===== src/rtl/hazard_forward_unit_pkg.sv =====
`default_nettype none
// ============================================================================
// Module      : hfu_pkg
// Description : Shared constants and types for the decode-stage hazard and
//               forwarding unit: default widths, instruction field slots,
//               opcode constants and the history entry layout.
// Revision    : 1.0 - initial release
// ============================================================================
package hfu_pkg;

    // Default configuration.
    localparam int HFU_INS_W     = 20;
    localparam int HFU_OP_W      = 5;
    localparam int HFU_REG_W     = 5;
    localparam int HFU_IMM_W     = 8;
    localparam int HFU_FWD_DEPTH = 2;

    // Register indices in the history are held at this width, so REG_W must
    // not exceed it. Narrower indices are zero-extended.
    localparam int HFU_REG_W_MAX = 8;

    // Field positions in units of REG_W from the LSB: {op, rd, ra, rb}.
    localparam int HFU_RB_SLOT = 0;
    localparam int HFU_RA_SLOT = 1;
    localparam int HFU_RD_SLOT = 2;

    // Opcodes with the MSB set select the immediate as operand B.
    localparam logic [HFU_OP_W-1:0] OP_NOP = 5'h00;
    localparam logic [HFU_OP_W-1:0] OP_LD  = 5'h10;
    localparam logic [HFU_OP_W-1:0] OP_ST  = 5'h11;

    typedef struct packed {
        logic                     valid;
        logic                     wr;
        logic                     is_ld;
        logic [HFU_REG_W_MAX-1:0] rd;
    } hist_entry_t;

endpackage
`default_nettype wire


===== src/rtl/hazard_forward_unit_if.sv =====
`default_nettype none
// ============================================================================
// Module      : hazard_forward_unit_if
// Description : Instruction input and decoded-control output bundle.
//               slave  : the hazard/forward unit
//               master : the instruction source / downstream consumer
//   ins, ins_valid             -> unit
//   ins_ready, stall           <- unit (combinational)
//   mux_sel_a/b, imm_sel, Imm, mem_*_dec, RW_dec, op_dec, dec_valid
//                              <- unit (registered)
// Revision    : 1.0 - initial release
// ============================================================================
interface hazard_forward_unit_if #(
    parameter int INS_W = 20,
    parameter int OP_W  = 5,
    parameter int REG_W = 5,
    parameter int IMM_W = 8,
    parameter int SEL_W = 2
);
    logic [INS_W-1:0] ins;
    logic             ins_valid;
    logic             ins_ready;
    logic             stall;
    logic [SEL_W-1:0] mux_sel_a;
    logic [SEL_W-1:0] mux_sel_b;
    logic             imm_sel;
    logic [IMM_W-1:0] Imm;
    logic             mem_en_dec;
    logic             mem_rw_dec;
    logic             mem_mux_sel_dec;
    logic [REG_W-1:0] RW_dec;
    logic [OP_W-1:0]  op_dec;
    logic             dec_valid;

    modport slave (
        input  ins, ins_valid,
        output ins_ready, stall, mux_sel_a, mux_sel_b, imm_sel, Imm,
               mem_en_dec, mem_rw_dec, mem_mux_sel_dec, RW_dec, op_dec, dec_valid
    );

    modport master (
        output ins, ins_valid,
        input  ins_ready, stall, mux_sel_a, mux_sel_b, imm_sel, Imm,
               mem_en_dec, mem_rw_dec, mem_mux_sel_dec, RW_dec, op_dec, dec_valid
    );
endinterface
`default_nettype wire


===== src/rtl/hazard_forward_unit_fwd_match.sv =====
`default_nettype none
// ============================================================================
// Module      : hfu_fwd_match
// Description : Combinational priority matcher. Returns the stage number
//               (1 = youngest) of the youngest valid, writing history entry
//               whose destination equals i_idx, or 0 if none matches.
//   i_idx  : operand register index (zero-extended)
//   i_hist : history, element 0 = stage 1
//   o_sel  : forwarding select
// Revision    : 1.0 - initial release
// ============================================================================
module hfu_fwd_match
    import hfu_pkg::*;
#(
    parameter int FWD_DEPTH = 2,
    parameter int SEL_W     = 2
) (
    input  wire logic [HFU_REG_W_MAX-1:0]         i_idx,
    input  wire hist_entry_t [FWD_DEPTH-1:0]      i_hist,
    output logic [SEL_W-1:0]                      o_sel
);

    // Scan oldest to youngest so the youngest match is the last assignment.
    always_comb begin
        o_sel = '0;
        for (int k = FWD_DEPTH - 1; k >= 0; k--) begin
            if (i_hist[k].valid && i_hist[k].wr && (i_hist[k].rd == i_idx)) begin
                o_sel = SEL_W'(k + 1);
            end
        end
    end

endmodule
`default_nettype wire


===== src/rtl/hazard_forward_unit.sv =====
`default_nettype none
// ============================================================================
// Module      : hazard_forward_unit
// Description : Decode-stage dependency checker. Decodes each accepted
//               instruction into registered operand/memory controls, tracks
//               the destinations of the last FWD_DEPTH issued instructions,
//               generates per-operand forwarding selects and stalls issue
//               for one cycle on a load-use hazard.
//   clk   : rising-edge clock
//   reset : synchronous, active-high
//   bus   : hazard_forward_unit_if.slave (instruction in, decode out)
// Build option: ZERO_REG_EN - register 0 is hardwired zero and is never
//               forwarded from nor stalled on.
// Revision    : 1.0 - initial release
// ============================================================================
module hazard_forward_unit
    import hfu_pkg::*;
#(
    parameter int INS_W     = HFU_INS_W,
    parameter int OP_W      = HFU_OP_W,
    parameter int REG_W     = HFU_REG_W,
    parameter int IMM_W     = HFU_IMM_W,
    parameter int FWD_DEPTH = HFU_FWD_DEPTH
) (
    input  wire logic          clk,
    input  wire logic          reset,
    hazard_forward_unit_if.slave bus
);

    localparam int c_SEL_W  = $clog2(FWD_DEPTH + 1);
    localparam int c_RB_LSB = HFU_RB_SLOT * REG_W;
    localparam int c_RA_LSB = HFU_RA_SLOT * REG_W;
    localparam int c_RD_LSB = HFU_RD_SLOT * REG_W;

    // Field extraction
    logic [OP_W-1:0]          w_op;
    logic [REG_W-1:0]         w_rd, w_ra, w_rb;
    logic [HFU_REG_W_MAX-1:0] w_rd_x, w_ra_x, w_rb_x;
    logic [IMM_W-1:0]         w_imm;
    logic                     w_imm_sel, w_is_ld, w_is_st, w_wr;

    assign w_op      = bus.ins[INS_W-1 -: OP_W];
    assign w_rd      = bus.ins[c_RD_LSB +: REG_W];
    assign w_ra      = bus.ins[c_RA_LSB +: REG_W];
    assign w_rb      = bus.ins[c_RB_LSB +: REG_W];
    assign w_imm     = bus.ins[IMM_W-1:0];
    assign w_rd_x    = HFU_REG_W_MAX'(w_rd);
    assign w_ra_x    = HFU_REG_W_MAX'(w_ra);
    assign w_rb_x    = HFU_REG_W_MAX'(w_rb);
    assign w_imm_sel = w_op[OP_W-1];
    assign w_is_ld   = (w_op == OP_W'(OP_LD));
    assign w_is_st   = (w_op == OP_W'(OP_ST));

`ifdef ZERO_REG_EN
    // A write to r0 is discarded, so it never becomes a forwarding or
    // load-use source; reads of r0 therefore always resolve to select 0.
    assign w_wr = ~w_is_st & (w_rd != '0);
`else
    assign w_wr = ~w_is_st;
`endif

    // History: element 0 is stage 1 (youngest)
    hist_entry_t [FWD_DEPTH-1:0] r_hist;
    hist_entry_t                 w_new;

    // Load-use detection against the youngest stage only; one bubble moves
    // the load to stage 2 where it can be forwarded.
    logic w_ld_prod, w_hit_a, w_hit_b, w_stall, w_accept;

    assign w_ld_prod = r_hist[0].valid & r_hist[0].wr & r_hist[0].is_ld;
    assign w_hit_a   = w_ld_prod & (r_hist[0].rd == w_ra_x);
    assign w_hit_b   = w_ld_prod & (r_hist[0].rd == w_rb_x) & ~w_imm_sel;
    // Gated by reset so a stall in progress drops in the reset cycle itself.
    assign w_stall   = ~reset & bus.ins_valid & (w_hit_a | w_hit_b);
    assign w_accept  = bus.ins_valid & ~w_stall;

    always_comb begin
        w_new = '0;
        if (w_accept) begin
            w_new.valid = 1'b1;
            w_new.wr    = w_wr;
            w_new.is_ld = w_is_ld;
            w_new.rd    = w_rd_x;
        end
    end

    always_ff @(posedge clk) begin
        if (reset) begin
            r_hist <= '0;
        end else begin
            for (int k = FWD_DEPTH - 1; k >= 1; k--) begin
                r_hist[k] <= r_hist[k-1];
            end
            r_hist[0] <= w_new;
        end
    end

    // Forwarding selects
    logic [c_SEL_W-1:0] w_sel_a, w_sel_b;

    hfu_fwd_match #(.FWD_DEPTH(FWD_DEPTH), .SEL_W(c_SEL_W)) u_match_a (
        .i_idx  (w_ra_x),
        .i_hist (r_hist),
        .o_sel  (w_sel_a)
    );

    hfu_fwd_match #(.FWD_DEPTH(FWD_DEPTH), .SEL_W(c_SEL_W)) u_match_b (
        .i_idx  (w_rb_x),
        .i_hist (r_hist),
        .o_sel  (w_sel_b)
    );

    // Decode registers; held across bubbles except for the valid flag.
    logic [c_SEL_W-1:0] r_sel_a, r_sel_b;
    logic               r_imm_sel, r_mem_en, r_mem_rw, r_mem_mux, r_dec_valid;
    logic [IMM_W-1:0]   r_imm;
    logic [REG_W-1:0]   r_rw;
    logic [OP_W-1:0]    r_op;

    always_ff @(posedge clk) begin
        if (reset) begin
            r_sel_a     <= '0;
            r_sel_b     <= '0;
            r_imm_sel   <= 1'b0;
            r_imm       <= '0;
            r_mem_en    <= 1'b0;
            r_mem_rw    <= 1'b0;
            r_mem_mux   <= 1'b0;
            r_rw        <= '0;
            r_op        <= '0;
            r_dec_valid <= 1'b0;
        end else begin
            r_dec_valid <= w_accept;
            if (w_accept) begin
                r_sel_a   <= w_sel_a;
                r_sel_b   <= w_imm_sel ? '0 : w_sel_b;
                r_imm_sel <= w_imm_sel;
                r_imm     <= w_imm;
                r_mem_en  <= w_is_ld | w_is_st;
                r_mem_rw  <= w_is_st;
                r_mem_mux <= w_is_ld;
                r_rw      <= w_rd;
                r_op      <= w_op;
            end
        end
    end

    assign bus.stall           = w_stall;
    assign bus.ins_ready       = ~w_stall;
    assign bus.mux_sel_a       = r_sel_a;
    assign bus.mux_sel_b       = r_sel_b;
    assign bus.imm_sel         = r_imm_sel;
    assign bus.Imm             = r_imm;
    assign bus.mem_en_dec      = r_mem_en;
    assign bus.mem_rw_dec      = r_mem_rw;
    assign bus.mem_mux_sel_dec = r_mem_mux;
    assign bus.RW_dec          = r_rw;
    assign bus.op_dec          = r_op;
    assign bus.dec_valid       = r_dec_valid;

endmodule
`default_nettype wire


===== src/flat_wrapper.sv =====
// flat-port wrapper written by rule: the top's interface ports become plain ports
module hazard_forward_unit_flat import hfu_pkg::*;
#(
    parameter int INS_W     = HFU_INS_W,
    parameter int OP_W      = HFU_OP_W,
    parameter int REG_W     = HFU_REG_W,
    parameter int IMM_W     = HFU_IMM_W,
    parameter int FWD_DEPTH = HFU_FWD_DEPTH
)
  (clk, reset, bus_ins, bus_ins_valid, bus_ins_ready, bus_stall, bus_mux_sel_a, bus_mux_sel_b, bus_imm_sel, bus_Imm, bus_mem_en_dec, bus_mem_rw_dec, bus_mem_mux_sel_dec, bus_RW_dec, bus_op_dec, bus_dec_valid);
  hazard_forward_unit_if #(.INS_W(INS_W), .OP_W(OP_W), .REG_W(REG_W), .IMM_W(IMM_W), .SEL_W(2)) bus_i ();
  input  wire logic clk;
  input  wire logic reset;
  input wire logic [$bits(bus_i.ins)-1:0] bus_ins;
  input wire logic [$bits(bus_i.ins_valid)-1:0] bus_ins_valid;
  output wire logic [$bits(bus_i.ins_ready)-1:0] bus_ins_ready;
  output wire logic [$bits(bus_i.stall)-1:0] bus_stall;
  output wire logic [$bits(bus_i.mux_sel_a)-1:0] bus_mux_sel_a;
  output wire logic [$bits(bus_i.mux_sel_b)-1:0] bus_mux_sel_b;
  output wire logic [$bits(bus_i.imm_sel)-1:0] bus_imm_sel;
  output wire logic [$bits(bus_i.Imm)-1:0] bus_Imm;
  output wire logic [$bits(bus_i.mem_en_dec)-1:0] bus_mem_en_dec;
  output wire logic [$bits(bus_i.mem_rw_dec)-1:0] bus_mem_rw_dec;
  output wire logic [$bits(bus_i.mem_mux_sel_dec)-1:0] bus_mem_mux_sel_dec;
  output wire logic [$bits(bus_i.RW_dec)-1:0] bus_RW_dec;
  output wire logic [$bits(bus_i.op_dec)-1:0] bus_op_dec;
  output wire logic [$bits(bus_i.dec_valid)-1:0] bus_dec_valid;
  assign bus_i.ins = bus_ins;
  assign bus_i.ins_valid = bus_ins_valid;
  assign bus_ins_ready = bus_i.ins_ready;
  assign bus_stall = bus_i.stall;
  assign bus_mux_sel_a = bus_i.mux_sel_a;
  assign bus_mux_sel_b = bus_i.mux_sel_b;
  assign bus_imm_sel = bus_i.imm_sel;
  assign bus_Imm = bus_i.Imm;
  assign bus_mem_en_dec = bus_i.mem_en_dec;
  assign bus_mem_rw_dec = bus_i.mem_rw_dec;
  assign bus_mem_mux_sel_dec = bus_i.mem_mux_sel_dec;
  assign bus_RW_dec = bus_i.RW_dec;
  assign bus_op_dec = bus_i.op_dec;
  assign bus_dec_valid = bus_i.dec_valid;
  hazard_forward_unit #(.INS_W(INS_W), .OP_W(OP_W), .REG_W(REG_W), .IMM_W(IMM_W), .FWD_DEPTH(FWD_DEPTH)) u_core (.clk(clk), .reset(reset), .bus(bus_i));
endmodule

===== config.mk =====
export PLATFORM = sky130hd
export DESIGN_NAME = hazard_forward_unit_flat
export DESIGN_NICKNAME = d
export VERILOG_FILES = /design/src/rtl/hazard_forward_unit_pkg.sv /design/src/rtl/hazard_forward_unit_if.sv /design/src/rtl/hazard_forward_unit_fwd_match.sv /design/src/rtl/hazard_forward_unit.sv /design/src/flat_wrapper.sv
export SDC_FILE = /design/constraint.sdc
export NUM_CORES = 1
export LEC_CHECK = 0
export BUFFER_PORTS_ARGS = -buffer_cell sky130_fd_sc_hd__clkbuf_2
export CAP_MARGIN = 5
export CORE_AREA = 2 2 58 60
export CTS_BUF_LIST = sky130_fd_sc_hd__clkbuf_8
export DETAILED_ROUTE_END_ITERATION = 16
export DIE_AREA = 0 0 60 62
export PLACE_DENSITY = 0.91
export RECOVER_POWER = 50
export SYNTH_ARGS = -nofsm -noshare
export SYNTH_HDL_FRONTEND = slang
export SYNTH_SLANG_ARGS = --single-unit

===== constraint.sdc =====
create_clock -name clk -period 2.9 [get_ports clk]
set_input_delay 0.435 -clock clk [delete_from_list [all_inputs] [get_ports clk]]
set_output_delay 0.435 -clock clk [all_outputs]
set_load 0.02 [all_outputs]

==> impl_metrics.tcl, run 1 <==
set metrics [dict create \
    worst-r2r-setup-slack_ns 0.98 \
    synth_nets 209 \
    rr_startpoint "u_core.r_hist[4]" \
    hp-class "in2reg" \
    synthFlopType "dfxtp_1" \
    seqCellArea_um2 801 \
    synth_seq_cells 40 \
    dp.cells 275 \
    power.leakage_nw 0.785 \
    hold_buffers 0 \
    wl_um 4180 \
    fin_util 0.646 \
    drtIter0Drc 63 \
    critPathMaxStageDelay_ns 0.40 \
    synth_area_um2 1720 \
    cts_buffer_depth 2 \
    yosys_warnings 0 \
    worstHoldStart "bus_ins[15]" \
    synthCells 186 \
    grt_util_met2 0.387 \
    tightest_slew_ns 1.21 \
    antenna_found_initial 0 \
    hold_ws_ns 0.357 \
    min_period_ns 2.20 \
    relSlewSlack 0.190 \
    setup_tns_ns 0 \
    crit_chain "xor2_1, or3_4, nor2_1, inv_1, a21oi_1, clkbuf_2" \
    cts_resized 0 \
    path_max_fanout 3 \
    p_per_area_nw_per_um2 537 \
    cts-htree-levels 2 \
    start_util 0.542 \
    cp-start-kind "flop" \
    min_path_cells 2 \
    hold_path_end "u_core.r_hist[9]" \
    fillCellCount 299 \
    path_clk_slew_ns 0.08 \
    grt_usage 0.241 \
    via_per_inst 5.60 \
    status "completed" \
    drtPass1Iterations 4 \
    async_flop_share 0 \
    io_pins 52 \
    clkSinkCount 40 \
    synth.avg_cell_area_um2 9.27 \
    yosysMostFrequentCell "dfxtp_1" \
    grt_pass1_vias 1469 \
    cts_tree "done" \
    drive_gt1_frac 0.181 \
    grt_first_pass_wirelength_um 6600 \
    worstRegToRegCells 6 \
    insertion_delay_ns 0.30 \
    top_usage_layer "met2" \
    maxCapViolCount 0 \
    max_freq_ghz 0.455 \
    finalClockSkew_ns 0.00453 \
    crit_arrival_ns 1.76 \
    io_buffers 51 \
    drv_slew 0 \
    die_w_um 60 \
    path_class "reg2out" \
    grt_max_degree 30 \
    r2r-end "u_core.bus.op_dec[0]" \
    drcViolationCount 0 \
    ant_nets 0 \
    use_met1 0.302 \
    synth_cell_types 38 \
    cts_setup_buffers 0 \
    wl_per_cell_um 14.8 \
    multi_input_area_um2 837 \
    setup_viol 0 \
    die_h_um 62 \
    gp_congestion 0.840 \
    fin_cells 283 \
    dp_hpwl_um 3000 \
    dieArea_um2 3720 \
    syn_to_final_growth_pct 19.1 \
    hold_viol 0 \
    synth_top_area_frac 0.464 \
    critPathSlowestCell "or3_4" \
    synth.area.top_cells "dfxtp_1 46%, a21oi_1 6.1%, nand3_1 6.1%, o21ai_0 6.1%, xnor2_1 5.6%" \
    vias 1584 \
    synth_edf_count 0 \
    final.period_utilization 0.758 \
    nets 259 \
    core_area_um2 3180 \
    cp-end-kind "output pin" \
    grtUsageMet3 0.0580 \
    row_count 21 \
    num_antenna_cells 0 \
    synth_top_area_cell "dfxtp_1" \
    rsz0062_at_grt "false" \
    required_ns 2.47 \
    root_buffer "clkbuf_8" \
    irDropWorstVdd_v 0.000428 \
    grt_overflow_total 0 \
    cts_buffers 5 \
    seq_area_frac_synth 0.464 \
    synthTopCellsByCount "40 x dfxtp_1, 21 x a21oi_1, 21 x nand3_1, 21 x o21ai_0, 11 x xnor2_1" \
]
placed cells by master (no fill, tap or decap), types with 3 or more instances in the layout:
cell type,count
dfxtp_1,40
nand3_1,21
xor2_1,9
buf_4,4
a21oi_1,21
o211ai_1,4
nand2_1,4
inv_1,3
and3_1,5
clkbuf_1,29
nor2b_1,7
o21ai_0,21
clkbuf_8,5
xnor2_1,11
nor2_1,3
clkbuf_2,23
how the worst max path moves through the flow:
stage,from,end,slack [ns]
final,u_core.r_hist[4],bus_stall,0.70
after floorplan,bus_ins[4],bus_stall,0.97
after detailed placement,bus_ins[4],u_core.bus.RW_dec[3],0.75
after global routing,reset,u_core.bus.mem_rw_dec,0.47
after CTS,u_core.r_hist[4],bus_stall,0.70
after global placement,bus_ins[4],bus_stall,0.83
layer usage:
metal | vias up | wire [um]
met2 | 65 | 2060
met5 | - | 0
met1 | 742 | 1720
li1 | 766 | -
met3 | 11 | 314
met4 | 0 | 80
area by class of cell:
type	instances	area share
clock buffers	5	0.0335
clock inverters	3	0.0116
inverters	3	0.00548
multi-input cells	130	0.408
flip-flops and latches	40	0.390
well taps	46	0.0280
repair buffers	56	0.124
metrics by stage:
step | area [um2] | power (mW) | setup WS [ns]
final | 2050 | 1.10 | 0.702
after global routing | 2050 | 1.15 | 0.466
after CTS | 2100 | 1.11 | 0.698
after detailed placement | 2010 | 0.737 | 0.747
after global placement | 2010 | 0.733 | 0.825
after floorplan | 1720 | 0.681 | 0.970
sequential cells by signal, summed over array words and instances, names as in the netlist:
| register | cells |
|---|---|
| u_core.bus.op_dec | 4 |
| u_core.r_hist | 14 |
| u_core.bus.mem_en_dec | 1 |
| u_core.bus.mux_sel_b | 2 |
| u_core.bus.Imm | 8 |
| u_core.bus.dec_valid | 1 |
| u_core.bus.mux_sel_a | 2 |
| u_core.bus.mem_mux_sel_dec | 1 |
| u_core.bus.imm_sel | 1 |
| u_core.bus.mem_rw_dec | 1 |
| u_core.bus.RW_dec | 5 |
cells by family after synthesis:
| logic type | count (synthesis) | share of synthesized area |
|---|---|---|
| compound gates | 54 | 0.179 |
| xor+xnor | 20 | 0.102 |
| buf+inv | 16 | 0.0457 |
| flops | 40 | 0.464 |
| simple gates | 56 | 0.209 |
worst max-delay path: cells and delay by family (launching register included):
kind / cells / cell delay, ns
AOI/OAI and AO/OA: 1 / 0.15
DFF: 1 / 0.35
xor gates and xnor gates: 1 / 0.17
buffers and inverters: 2 / 0.28
and+or+nand+nor: 2 / 0.52
report_power, final:
group	internal (mW)	switching, mW	total [mW]
Combinational	0.0503	0.0853	0.136
Clock	0.170	0.213	0.384
Sequential	0.570	0.0130	0.583
Total	0.791	0.312	1.10
(Power assumes the default switching activity.)
==> run 2, diff against run 1 <==
--- a/config.mk
+++ b/config.mk
@@ -7,11 +7,11 @@
 export LEC_CHECK = 0
 export BUFFER_PORTS_ARGS = -buffer_cell sky130_fd_sc_hd__clkbuf_2
 export CAP_MARGIN = 5
-export CORE_AREA = 2 2 58 60
+export CORE_AREA = 2 2 61 63
 export CTS_BUF_LIST = sky130_fd_sc_hd__clkbuf_8
 export DETAILED_ROUTE_END_ITERATION = 16
-export DIE_AREA = 0 0 60 62
-export PLACE_DENSITY = 0.91
+export DIE_AREA = 0 0 63 65
+export PLACE_DENSITY = 0.83
 export RECOVER_POWER = 50
 export SYNTH_ARGS = -nofsm -noshare
 export SYNTH_HDL_FRONTEND = slang
==> constraint.sdc (replaced) <==
create_clock -name clk -period 2.3 [get_ports clk]
set_input_delay 0.345 -clock clk [delete_from_list [all_inputs] [get_ports clk]]
set_output_delay 0.345 -clock clk [all_outputs]
set_load 0.02 [all_outputs]
==> run 2 against run 1 <==
Clock-buffer cell count rose by 1; first-iteration DRC count down 4.8%; critical path depth did not move; hold slack got worse by 0.082 ns; worst setup slack lost 0.49 ns.
==> impl_metrics.tcl, run 2 (synthesis gave the netlist of run 1 again) <==
set metrics [dict create \
    dp.cells 277 \
    postPlaceCellArea_um2 2010 \
    crit_arrival_ns 1.74 \
    p_switching_mw 0.362 \
    die_w_um 63 \
    path_max_fanout 3 \
    grt_pass1_vias 1498 \
    cts_buffer_depth 2 \
    fin_cells 285 \
    cp-end-kind "output pin" \
    rsz0062_at_grt "false" \
    grt_usage 0.205 \
    vias 1549 \
    power_mw 1.38 \
    grt_first_pass_wirelength_um 6630 \
    p_per_area_nw_per_um2 672 \
    setup_ws_ns 0.211 \
    pwr-share-comb 0.123 \
    layout_common_cells "40 x dfxtp_1, 28 x clkbuf_1, 23 x clkbuf_2" \
    path_class "reg2out" \
    relSlewSlack 0.468 \
    internal-power_mw 1.02 \
    die_h_um 65 \
    cts-htree-levels 2 \
    power.leakage_nw 0.800 \
    path_clk_slew_ns 0.07 \
    drcViolationCount 0 \
    p_clk_frac 0.346 \
    cp-start-kind "flop" \
    tightest_slew_ns 0.787 \
    irDropWorstVdd_v 0.000376 \
    drv_slew 0 \
    dieArea_um2 4100 \
    cts_buffers 5 \
    drive_gt1_frac 0.186 \
    status "completed" \
    largest_register_ff_count 14 \
    core_area_um2 3500 \
    p_seq_frac 0.531 \
    required_ns 1.96 \
    largest-register "u_core.r_hist" \
    io_buffers 51 \
    via_per_inst 5.44 \
    cts_resized 0 \
    cts_tree "done" \
    grt_overflow_total 0 \
    hold_buffers 0 \
    setup_tns_ns 0 \
    gp_congestion 0.845 \
    start_util 0.493 \
    drtPass1Iterations 4 \
    antenna_found_initial 0 \
    postLayoutCellArea_um2 2060 \
    max_freq_ghz 0.479 \
    hold_viol 0 \
    num_antenna_cells 0 \
    syn_to_final_growth_pct 19.4 \
    row_count 22 \
    root_buffer "clkbuf_8" \
    setup_viol 0 \
    wl_per_cell_um 13.8 \
    maxCapViolCount 0 \
    clkSinkCount 40 \
    final.period_utilization 0.908 \
    hp-class "in2reg" \
    io_pins 52 \
    finalClockSkew_ns 0.00364 \
    fin_util 0.589 \
    ant_nets 0 \
    nets 259 \
    grt_max_degree 29 \
    drtIter0Drc 60 \
    layout_commonest_cell "dfxtp_1" \
    dp_hpwl_um 2940 \
    pre_cts_ws_ns 0.341 \
    wl_um 3940 \
    insertion_delay_ns 0.30 \
    hold_ws_ns 0.276 \
    min_period_ns 2.09 \
    cts_setup_buffers 0 \
    swShare 0.262 \
]
-- run 2: layer usage --
| layer | track usage | vias to the layer above | share of wire |
|---|---|---|---|
| met2 | 0.351 | 60 | 0.49 |
| met3 | 0.0434 | 11 | 0.060 |
| met5 | 0 | - | 0 |
| met4 | 0.0972 | 0 | 0.024 |
| li1 | - | 762 | - |
| met1 | 0.245 | 716 | 0.42 |
-- run 2: area by class of cell --
cell class                 instances  area [um2]
clock buffer                       6        82.6
clock inverter                     2        10.0
fill                             336        1440
inverter                           3        11.3
multi-input combinational        130         837
sequential                        40         801
tap                               48        60.1
timing repair buffer              56         258
-- run 2: path summary, 6_finish.rpt --
| check | from | endpoint | slack, ns | depth (start not counted) |
|---|---|---|---|---|
| setup reg to reg | u_core.r_hist[9] | u_core.bus.Imm[1] | 0.37 | 6 |
| hold reg to reg | u_core.bus.Imm[3] | u_core.bus.Imm[3] | 0.48 | 2 |
| setup / recovery | u_core.r_hist[4] | bus_stall | 0.21 | 6 |
| hold / removal | bus_ins[15] | u_core.r_hist[9] | 0.28 | 2 |
-- run 2: power groups by stage --
stage | clock network (mW) | registers (mW) | logic [mW]
2_1_floorplan | 0 | 0.772 | 0.0858
3_3_place_gp | 0 | 0.751 | 0.174
3_5_place_dp | 0 | 0.752 | 0.176
4_1_cts | 0.485 | 0.736 | 0.177
5_1_grt | 0.509 | 0.738 | 0.187
6_report | 0.479 | 0.735 | 0.170
-- run 2: critical path, stage by stage (launching register included) --
cell and delay, ns:
dfxtp_1 0.33, xor2_1 0.16, or3_4 0.40, nor2_1 0.10, inv_1 0.08, a21oi_1 0.18, clkbuf_2 0.20
==> run 3, diff against run 2 <==
--- a/config.mk
+++ b/config.mk
@@ -5,6 +5,7 @@
 export SDC_FILE = /design/constraint.sdc
 export NUM_CORES = 1
 export LEC_CHECK = 0
+export ABC_CLOCK_PERIOD_IN_PS = 2300
 export BUFFER_PORTS_ARGS = -buffer_cell sky130_fd_sc_hd__clkbuf_2
 export CAP_MARGIN = 5
 export CORE_AREA = 2 2 61 63
==> constraint.sdc (replaced) <==
create_clock -name clk -period 2.3 [get_ports clk]
set_input_delay 0.46 -clock clk [delete_from_list [all_inputs] [get_ports clk]]
set_output_delay 0.46 -clock clk [all_outputs]
set_load 0.02 [all_outputs]
==> run 3 against run 2 <==
Die area unchanged; final cell count up 0.35%; combinational power about the same; maximum frequency down 2.4%; clock power decreased by 4.6%; final area rose by 0.24%; clock-buffer cell count stayed put; wire length increased by 3.4%; first-iteration DRC count is 10% higher; largest power group unchanged.
==> impl_metrics.tcl, run 3 (synthesis gave the netlist of run 1 again) <==
set metrics [dict create \
    nets 260 \
    hold_ws_ns 0.397 \
    relSlewSlack 0.443 \
    dp_hpwl_um 3020 \
    io_buffers 51 \
    required_ns 1.84 \
    crit_buf_inv 2 \
    status "completed" \
    die_w_um 63 \
    grt_max_degree 29 \
    drcViolationCount 0 \
    drtIter0Drc 66 \
    path_delay_family "simple AND/OR/NAND/NOR gates" \
    tightest_slew_ns 0.823 \
    setup_tns_ns 0 \
    grt_usage 0.208 \
    grt_overflow_total 0 \
    insertion_delay_ns 0.29 \
    irDropWorstVdd_v 0.000433 \
    cts_buffers 5 \
    postPlaceCellArea_um2 2020 \
    cts-htree-levels 2 \
    min_period_ns 2.14 \
    cts_tree "done" \
    io_pins 52 \
    drv_slew 0 \
    clkSinkCount 40 \
    largest-register "u_core.r_hist" \
    maxCapViolCount 0 \
    cts_setup_buffers 0 \
    power.leakage_nw 0.808 \
    gp_congestion 0.873 \
    antenna_found_initial 0 \
    grt_pass1_vias 1530 \
    syn_to_final_growth_pct 19.7 \
    root_buffer "clkbuf_8" \
    wl_um 4080 \
    setup_ws_ns 0.161 \
    cts_resized 0 \
    finalClockSkew_ns 0.00460 \
    path_class "reg2out" \
    crit_arrival_ns 1.68 \
    path_max_fanout 3 \
    core_area_um2 3500 \
    drive_gt1_frac 0.181 \
    layout_common_cells "40 x dfxtp_1, 28 x clkbuf_1, 23 x clkbuf_2" \
    p_per_area_nw_per_um2 661 \
    via_per_inst 5.33 \
    crit_chain "xor2_1, or3_4, nor2_1, inv_1, a21oi_1, clkbuf_2" \
    cts_buffer_depth 2 \
    num_antenna_cells 0 \
    path_clk_slew_ns 0.07 \
    drtPass1Iterations 4 \
    layout_commonest_cell "dfxtp_1" \
    critPathMaxStageDelay_ns 0.40 \
    wl_per_cell_um 14.2 \
    cp-end-kind "output pin" \
    rsz0062_at_grt "false" \
    max_freq_ghz 0.467 \
    pre_cts_ws_ns 0.174 \
    hold_buffers 0 \
    final.period_utilization 0.930 \
    fin_util 0.591 \
    row_count 22 \
    critPathSlowestCell "or3_4" \
    dieArea_um2 4100 \
    start_util 0.493 \
    ant_nets 0 \
    hp-class "in2reg" \
    largest_register_ff_count 14 \
    die_h_um 65 \
    grt_first_pass_wirelength_um 6570 \
    hold_viol 0 \
    postLayoutCellArea_um2 2060 \
    vias 1523 \
    cp-start-kind "flop" \
    setup_viol 0 \
]
==> run 3: cell types whose count changed in the layout (fill, tap and decap cells not counted), sizes merged <==
cell,change
buf,+1
inv,+2
clkinv,-2
==> run 3: per-stage QoR <==
| stage | std cells | total power [mW] |
|---|---|---|
| 3_5_place_dp | 278 | 0.928 |
| 3_3_place_gp | 278 | 0.924 |
| 5_1_grt | 286 | 1.42 |
| 6_report | 286 | 1.36 |
| 2_1_floorplan | 186 | 0.858 |
| 4_1_cts | 286 | 1.38 |
==> run 3: layout make-up <==
class | instances | area (um2)
clock buffers | 6 | 82.6
repair buffers | 57 | 265
fillers | 355 | 1430
flip-flops and latches | 40 | 801
well taps | 48 | 60.1
clock inverters | 2 | 7.51
inverters | 3 | 11.3
multi-input cells | 130 | 837
==> run 3: layer usage <==
metal / global-route usage / vias up / part of all wire
met5: 0 / - / 0
li1: - / 761 / -
met2: 0.364 / 40 / 0.51
met4: 0.0944 / 0 / 0.0052
met1: 0.230 / 718 / 0.43
met3: 0.0642 / 4 / 0.054
==> run 3: power breakdown <==
part	leakage (nW)	internal (mW)	switching, mW
Combinational	0.426	0.0639	0.108
Sequential	0.328	0.720	0.0159
Clock	0.0538	0.235	0.221
==> run 3: final timing paths <==
kind                         startpoint                         end  slack (ns)  depth (start not counted)
max                    u_core.r_hist[4]                   bus_stall        0.16                          6
min                         bus_ins[15]            u_core.r_hist[9]        0.40                          2
min reg2reg  u_core.bus.mem_mux_sel_dec  u_core.bus.mem_mux_sel_dec        0.47                          2
max reg2reg            u_core.r_hist[9]           u_core.bus.Imm[4]        0.43                          6
